**src/rtl/seg7_pkg.sv**
```systemverilog
// Shared constants for active-low 7-segment displays: glyphs, anode masks,
// digit slot indices and the blink phase type.
package seg7_pkg;

    // Segment order is {g,f,e,d,c,b,a}; a 0 lights the segment.
    localparam logic [6:0] SEG_0     = 7'b1000000;
    localparam logic [6:0] SEG_1     = 7'b1111001;
    localparam logic [6:0] SEG_2     = 7'b0100100;
    localparam logic [6:0] SEG_3     = 7'b0110000;
    localparam logic [6:0] SEG_4     = 7'b0011001;
    localparam logic [6:0] SEG_5     = 7'b0010010;
    localparam logic [6:0] SEG_6     = 7'b0000010;
    localparam logic [6:0] SEG_7     = 7'b1111000;
    localparam logic [6:0] SEG_8     = 7'b0000000;
    localparam logic [6:0] SEG_9     = 7'b0010000;
    localparam logic [6:0] SEG_DASH  = 7'b0111111;
    localparam logic [6:0] SEG_BLANK = 7'b1111111;

    localparam logic [3:0] AN_OFF = 4'b1111;

    localparam logic [1:0] D_ONES  = 2'd0;
    localparam logic [1:0] D_TENS  = 2'd1;
    localparam logic [1:0] D_HUND  = 2'd2;
    localparam logic [1:0] D_SPARE = 2'd3;

    typedef enum logic {
        PHASE_ON  = 1'b0,
        PHASE_OFF = 1'b1
    } blink_phase_t;

endpackage

```
**src/rtl/seg7_decode.sv**
```systemverilog
// Combinational BCD nibble to active-low 7-segment glyph decoder.
// Non-decimal nibbles show a dash so corrupted scores are visible.
module seg7_decode
    import seg7_pkg::*;
(
    input  logic [3:0] nibble,
    output logic [6:0] glyph
);

    always_comb begin
        case (nibble)
            4'd0:    glyph = SEG_0;
            4'd1:    glyph = SEG_1;
            4'd2:    glyph = SEG_2;
            4'd3:    glyph = SEG_3;
            4'd4:    glyph = SEG_4;
            4'd5:    glyph = SEG_5;
            4'd6:    glyph = SEG_6;
            4'd7:    glyph = SEG_7;
            4'd8:    glyph = SEG_8;
            4'd9:    glyph = SEG_9;
            default: glyph = SEG_DASH;
        endcase
    end

endmodule

```
**src/rtl/bcd_seg_scanner.sv**
```systemverilog
// Multiplexed 4-digit common-anode scanner for a 3-digit packed BCD score,
// with per-frame snapshot, leading-zero blanking and whole-display blink.
module bcd_seg_scanner
    import seg7_pkg::*;
#(
    parameter int REFRESH_DIV = 50000,
    parameter int BLINK_TICKS = 125
) (
    input  logic        clk,
    input  logic        rst,
    input  logic [11:0] bcd,
    input  logic        blank_lz,
    input  logic        blink_en,
    output logic [3:0]  an,
    output logic [6:0]  seg,
    output logic        dp
);

    localparam int PW = $clog2(REFRESH_DIV);
    localparam int BW = (BLINK_TICKS > 1) ? $clog2(BLINK_TICKS) : 1;
    localparam logic [PW-1:0] PRE_LAST   = PW'(REFRESH_DIV - 1);
    localparam logic [BW-1:0] BLINK_LAST = BW'(BLINK_TICKS - 1);

    logic [PW-1:0] pre_cnt;
    logic          tick;
    logic [1:0]    idx;
    logic [1:0]    next_idx;
    logic [11:0]   snap;
    logic [11:0]   frame;
    logic [BW-1:0] blink_cnt;
    logic          blink_wrap;
    blink_phase_t  phase;
    blink_phase_t  next_phase;
    logic [3:0]    nibble;
    logic [6:0]    glyph;
    logic          digit_blank;
    logic          dark;

    assign tick       = (pre_cnt == PRE_LAST);
    assign next_idx   = idx + 2'd1;
    assign blink_wrap = (blink_cnt == BLINK_LAST);
    assign next_phase = blink_wrap ? ((phase == PHASE_ON) ? PHASE_OFF : PHASE_ON) : phase;
    assign dp         = 1'b1;

    // The ones slot opens a new frame, so it decodes the score being captured now.
    assign frame = (next_idx == D_ONES) ? bcd : snap;

    always_comb begin
        nibble      = 4'h0;
        digit_blank = 1'b0;
        case (next_idx)
            D_ONES: nibble = frame[3:0];
            D_TENS: begin
                nibble      = frame[7:4];
                digit_blank = blank_lz && (frame[11:8] == 4'h0) && (frame[7:4] == 4'h0);
            end
            D_HUND: begin
                nibble      = frame[11:8];
                digit_blank = blank_lz && (frame[11:8] == 4'h0);
            end
            default: digit_blank = 1'b1;
        endcase
        dark = digit_blank || (blink_en && (next_phase == PHASE_OFF));
    end

    seg7_decode u_decode (
        .nibble (nibble),
        .glyph  (glyph)
    );

    always_ff @(posedge clk or posedge rst) begin
        if (rst) begin
            pre_cnt <= '0;
            idx     <= D_ONES;
            snap    <= 12'h000;
        end else if (tick) begin
            pre_cnt <= '0;
            idx     <= next_idx;
            if (next_idx == D_ONES) begin
                snap <= bcd;
            end
        end else begin
            pre_cnt <= pre_cnt + PW'(1);
        end
    end

    // Blink timing free-runs regardless of blink_en so enabling it never restarts the cadence.
    always_ff @(posedge clk or posedge rst) begin
        if (rst) begin
            blink_cnt <= '0;
            phase     <= PHASE_ON;
        end else if (tick) begin
            if (blink_wrap) begin
                blink_cnt <= '0;
                phase     <= next_phase;
            end else begin
                blink_cnt <= blink_cnt + BW'(1);
            end
        end
    end

    always_ff @(posedge clk or posedge rst) begin
        if (rst) begin
            an  <= AN_OFF;
            seg <= SEG_BLANK;
        end else if (tick) begin
            if (dark) begin
                an  <= AN_OFF;
                seg <= SEG_BLANK;
            end else begin
                an  <= ~(4'b0001 << next_idx);
                seg <= glyph;
            end
        end
    end

endmodule

```
**config.mk**
```make
export PLATFORM = sky130hd
export DESIGN_NAME = bcd_seg_scanner
export DESIGN_NICKNAME = d
export VERILOG_FILES = /design/src/rtl/seg7_pkg.sv /design/src/rtl/seg7_decode.sv /design/src/rtl/bcd_seg_scanner.sv
export SDC_FILE = /design/constraint.sdc
export NUM_CORES = 1
export LEC_CHECK = 0
export BUFFER_PORTS_ARGS = -buffer_cell sky130_fd_sc_hd__buf_4
export CAP_MARGIN = 5
export CORE_AREA = 5 5 77 79
export DETAILED_ROUTE_END_ITERATION = 10
export DIE_AREA = 0 0 82 84
export PLACE_DENSITY = 0.74
export SLEW_MARGIN = 25
export SYNTH_ARGS = -nofsm -noshare
export SYNTH_HDL_FRONTEND = slang
export SYNTH_HIERARCHICAL = 1
export SYNTH_SLANG_ARGS = --single-unit
```
**constraint.sdc**
```tcl
create_clock -name clk -period 2.3 [get_ports clk]
set_input_delay 0 -clock clk [delete_from_list [all_inputs] [get_ports clk]]
set_output_delay 0 -clock clk [all_outputs]
set_load 0.02 [all_outputs]
```
==> results of run 1 <==
## logic make-up after synthesis
group | after synthesis | share of synthesized area (%)
AOI/OAI and AO/OA | 51 | 12.7
and+or+nand+nor | 100 | 23.1
DFF | 45 | 44.5
xor gates and xnor gates | 14 | 4.79
muxes | 10 | 4.30
other | 1 | 0.146
adders and majority gates | 12 | 5.86
buffers and inverters | 23 | 4.54
## through the flow
stage,TNS (ns),util (%),total power [mW],cell area [µm²]
6_report,0,60.4,1.47,3180
5_1_grt,-0.111,60.4,1.52,3180
4_1_cts,0,58.8,1.48,3100
3_5_place_dp,-0.107,54.8,0.861,2890
3_3_place_gp,0,54.8,0.861,2890
2_1_floorplan,0,-,0.828,2580
## report_power, final
| part | switching [mW] | internal (mW) | total (mW) |
|---|---|---|---|
| registers | 0 | 0.792 | 0.792 |
| logic | 0.0338 | 0.0328 | 0.0666 |
| clock network | 0.286 | 0.325 | 0.611 |
## synthesized netlist by cell type (5+ instances only)
cell,number,area [µm²]
dfrtp_1,34,851
nor2_1,33,124
ha_1,12,150
a31oi_1,11,68.8
dfstp_2,11,289
inv_1,11,41.3
nand2_1,11,41.3
xor2_1,11,96.3
a21oi_1,10,50.1
nand3_1,10,50.1
o21ai_1,9,45.0
mux2_1,8,90.1
a221oi_1,5,43.8
clkbuf_1,5,18.8
## final cells by class
cell class | instances | area (µm²) | area share (%)
inverter | 11 | 41.3 | 1.30
clock inverter | 3 | 46.3 | 1.45
tap | 72 | 90.1 | 2.83
clock buffer | 5 | 68.8 | 2.16
timing repair buffer | 56 | 443 | 13.9
sequential | 45 | 1140 | 35.8
multi-input combinational | 188 | 1350 | 42.5
## state kept, by name, indices dropped and copies added, names as in the netlist
name,count
blink_cnt,7
pre_cnt,16
snap,8
an,4
seg,7
phase,1
idx,2
## metal layers
layer / vias to the layer above / part of all wire [%]
li1: 1011 / -
met1: 1025 / 44
met2: 50 / 51
met3: 10 / 4.0
met4: 0 / 1.7
met5: - / 0
## placed cells by master, fill, tap and decap left out, types with 9 or more instances in the layout
master,synthesis,layout
inv_1,11,9
a31oi_1,11,11
nand2_1,11,11
a21oi_1,10,10
nand3_1,10,10
nor2_1,33,33
dfstp_2,11,11
o21ai_1,9,9
dfrtp_1,34,34
xor2_1,11,11
buf_4,1,47
dlygate4sd3_1,0,9
## what timing repair did
| action | 4_1_cts | 5_1_grt |
|---|---|---|
| setup endpoints to repair | 3 | 6 |
| gates resized for setup | 2 | 6 |
| setup buffers | 0 | 7 |
| pin swaps | 0 | 3 |
| endpoints found under the hold margin | 42 | 0 |
| hold buffers | 9 | 0 |
## worst max-delay path, delay by kind of cell (launching register included)
family / cells / cell delay (ns)
AOI/OAI and AO/OA: 3 / 0.61
and+or+nand+nor: 2 / 0.28
DFF: 1 / 0.40
buffers and inverters: 3 / 0.37
adders and majority gates: 2 / 0.45
## worst max path at each step
stage | start | endpoint | slack (ns)
3_3_place_gp | idx[1] | seg[4] | 0.07
4_1_cts | idx[1] | seg[5] | 0.02
3_5_place_dp | idx[1] | seg[5] | -0.05
5_1_grt | idx[0] | seg[3] | -0.07
2_1_floorplan | idx[0] | seg[4] | 0.06
6_report | idx[0] | seg[4] | 0.12
==> impl_metrics.toml, run 1 <==
[run_status]
status = "finished, final reports clean"

[worst_setup_path]
r2r_setup_slack_ns = 0.12
cp-start-kind = "flop"
arrival_ns = 2.41
r2r_end = "seg[4]"
end_kind = "flop"
worstPathRequired_ns = 2.53
crit_path_top_delay_cell = "dfrtp_1"
worstPathCellList = "inv_1 -> buf_4 -> ha_2 -> a311oi_2 -> inv_1 -> ha_1 -> or2b_1 -> a31oi_1 -> nor2_1 -> a31oi_1"
r2r-start = "idx[0]"
ff2ff_path_depth = 10
critPathKind = "reg -> reg"
slowest_delay_ns = 0.40
crit_fanout = 5

[synthesis]
synth_edf_count = 0
syn-cell-area_mm2 = 0.00256
yosysUniqueCellTypes = 57
syn_nets = 284
ys_seq_elements = 45
async_flop_share_pct = 100
synth_seq_area_share_pct = 44.5
postSynthCellCount = 256
syn_area_per_cell_um2 = 10.0
synth_flop_cell = "dfrtp_1"
ys_warn_count = 6

[detailed_routing]
wirelength_um = 5620
drt_iter0_drc = 105
post_drt_wl_per_cell_um = 14.8
ant_nets = 0
num_vias = 2096
firstDrtPassIters = 4
drc_errors = 0
vias_per_cell = 5.52

[final_layout]
antenna_cells = 0
drive_above_1_share_pct = 26.0
fin_cells = 380
num-nets-final = 335
area_growth_pct = 24.2
fillCellCount = 459

[pwr]
peakVddDrop_v = 0.000286
p_per_area_mw_per_mm2 = 462
p_leak_nw = 1.45

[global_route]
grt_start_max_net_pins = 46
busiest_layer = "met2"
grt_pass1_wl_um = 9330
track_usage_pct = 17.1
use_met2_pct = 29.0
antenna_found_initial = 0
first_global_vias = 2028
use_met3_pct = 3.02
use_met1_pct = 21.8
grt-ovfl-total = 0

[sta]
setup_violations = 0
fmax_mhz = 458
final_max_slew_viol_count = 0
fin_ws_ns = 0.116
clock_skew_ns = 0.00740
rsz0062_at_grt = "yes"
hold_violations = 0
finalCriticalPeriod_ns = 2.18
final.hold.worst_slack_ns = 0.346
worst_pin_slew_ns = 0.557
relSlewSlack_pct = 62.9
finalCritPeriodShare_pct = 94.9

[min_path]
hold_depth = 5
min_from = "blank_lz"
holdPathEnd = "an[2]"
hp-class = "in -> reg"

[floorplanning]
start_util_pct = 48.6
core_mm2 = 0.00527
row_count = 27
die_w_um = 82
die_h_um = 84
top_level_ports = 28
die_area_mm2 = 0.00689

[placed_design]
gp_congestion = 0.885
dp_cells = 356
hpwl_um = 3850
port_buffers = 26
place_ws_ns = -0.0464

[clocking]
h-tree-depth = 2
clockBufferDepth = 2
cts_tree = "built"
numClockSinks = 45
clockRootBuffer = "clkbuf_8"
numCtsBuffers = 5
clk_pin_slew_ns = 0.09
clk_latency_ns = 0.30

[job]
maxCapViolCount = 0
(Power assumes the default switching activity.)
==> inputs of run 2 (changes only) <==
CAP_MARGIN = default   (was 5)
clock period = 2 ns   (was 2.3 ns; I/O delays follow)
==> run 2 against run 1 <==
The flow now finishes with violations (negative setup slack). Clock power is 12% higher. Non-clock buffer count is 18 higher. Final cell count is 5.0% higher. Total power is 14% higher. Utilization is 6.9 points higher. Die area stayed put. Combinational power is 27% higher. Sequential share of layout area is 3.7 points lower. Fmax is 0.89% higher. Critical path depth is 1 higher. Sequential power is 15% higher. First-iteration DRC count is 38% higher. Largest power group unchanged.
==> impl_metrics.toml, run 2 (same netlist as run 1, synthesis figures left out) <==
[worst_setup_path]
critPathKind = "reg -> reg"
crit_path_top_delay_cell = "dfrtp_1"
crit_family = "simple AND/OR/NAND/NOR gates"
worstPathCellList = "inv_2 -> ha_4 -> nand2_1 -> nand3b_1 -> a21oi_1 -> nor3_1 -> buf_4 -> and2b_1 -> o31ai_1 -> nor2_1 -> a31oi_1"
slowest_delay_ns = 0.42
worstPathRequired_ns = 2.24
r2r_setup_slack_ns = -0.16
crit_fanout = 11
arrival_ns = 2.40
cp_num_buf_inv = 2
end_kind = "flop"
cp-start-kind = "flop"

[final_layout]
area_growth_pct = 38.4
final_common_cell = "buf_4"
top_regs = "pre_cnt: 16 flops, snap: 8 flops"
drive_above_1_share_pct = 36.1
largest_register_ffs = 16
antenna_cells = 0
largest_register = "pre_cnt"
num-nets-final = 354
layout_common_cells = "buf_4 (58), dfrtp_1 (34), nor2_1 (33)"
design_area_mm2 = 0.00355
final_util_pct = 67.3
fillCellCount = 402

[run_status]
violations = "negative setup slack"
status = "complete, but fails checks"

[detailed_routing]
firstDrtPassIters = 4
drc_errors = 0
vias_per_cell = 5.49
wirelength_um = 6140
drt_iter0_drc = 145
ant_nets = 0
post_drt_wl_per_cell_um = 15.4
num_vias = 2190

[min_path]
hp-class = "in -> async"

[sta]
final_max_slew_viol_count = 0
hold_violations = 0
setup_violations = 15
fin_ws_ns = -0.165
finalCritPeriodShare_pct = 108
clock_skew_ns = 0.0115
final.hold.worst_slack_ns = 0.211
setup_tns_ns = -1.25
fmax_mhz = 462
finalCriticalPeriod_ns = 2.16
rsz0062_at_grt = "yes"

[floorplanning]
row_count = 27
die_area_mm2 = 0.00689
die_h_um = 84
start_util_pct = 48.6
core_mm2 = 0.00527
top_level_ports = 28
die_w_um = 82

[clocking]
h-tree-depth = 2
cts_tree = "built"
numClockSinks = 45
clockRootBuffer = "clkbuf_8"
clk_latency_ns = 0.30
clk_pin_slew_ns = 0.09
numCtsBuffers = 5
clockBufferDepth = 2

[global_route]
grt-ovfl-total = 0
grt_pass1_wl_um = 9690
first_global_vias = 2138
grt_start_max_net_pins = 33
use_met1_pct = 24.6
use_met3_pct = 3.56
antenna_found_initial = 0
track_usage_pct = 17.6
busiest_layer = "met2"
use_met2_pct = 26.8

[pwr]
peakVddDrop_v = 0.000376
power.share.sequential_pct = 54.1
p_int_mw = 1.32
p_leak_nw = 1.62
p_total_mw = 1.68
p_switching_mw = 0.363
p_per_area_mw_per_mm2 = 474
switching_share_pct = 21.6
pwr-share-clk_pct = 40.9
combPwrFrac_pct = 5.0

[placed_design]
hpwl_um = 3800
gp_congestion = 0.796
place_area_mm2 = 0.00307
port_buffers = 26

[job]
maxCapViolCount = 0
## run 2: cell types whose count changed in the layout (fill, tap and decap cells not counted), moves of 3 or more
cell | previous run | this run
a221oi_1 | 4 | 1
buf_6 | 0 | 4
inv_1 | 9 | 6
buf_4 | 47 | 58
## run 2: stage by stage
stage	cells	setup slack (ns)
after CTS	391	-0.103
after floorplan	256	-0.0964
after global placement	368	-0.165
final	399	-0.165
after global routing	399	-0.294
after detailed placement	368	-0.215
## run 2: final timing paths
path / startpoint / endpoint / depth (start not counted)
min in group clk: blink_en / seg[5] / 6
max in group asynchronous: rst / an[2] / 4
worst max register to register: idx[1] / seg[5] / 11
worst min register to register: pre_cnt[0] / pre_cnt[0] / 1
worst min-delay path: rst / pre_cnt[10] / 3
worst max-delay path: idx[1] / seg[5] / 11
## run 2: final cells by class
class | instances | area (µm²) | area share, %
Sequential cell | 45 | 1140 | 32.1
Multi-Input combinational cell | 189 | 1520 | 42.9
Clock inverter | 3 | 41.3 | 1.16
Tap cell | 72 | 90.1 | 2.54
Inverter | 11 | 46.3 | 1.31
Timing Repair Buffer | 74 | 641 | 18.1
Clock buffer | 5 | 68.8 | 1.94
## run 2: what timing repair did
action	in CTS	in global routing
buffers inserted	6	5
hold buffers	9	0
cloned	0	3
resized for setup	10	19
setup endpoints to repair	10	23
endpoints found under the hold margin	21	0
pin swaps	11	11
## run 2: power groups by stage
stage / registers, mW / logic, mW / clock network (mW)
finish: 0.910 / 0.0844 / 0.687
global route: 0.910 / 0.0927 / 0.740
CTS: 0.910 / 0.0803 / 0.703
detailed placement: 0.927 / 0.0622 / 0
global placement: 0.927 / 0.0621 / 0
floorplan: 0.927 / 0.0265 / 0
## run 2: routing by layer
metal | vias up | wire length, µm
li1 | 1064 | -
met1 | 1068 | 2780
met3 | 15 | 309
met4 | 0 | 152
met5 | - | 0
met2 | 43 | 2900
## run 2: worst register-to-register path, delay by kind of cell, from the launching register on
kind	cells	cell delay, ns
compound gates	3	0.44
fa+ha+maj	1	0.24
buf+inv	2	0.32
flops	1	0.42
simple gates	5	0.69
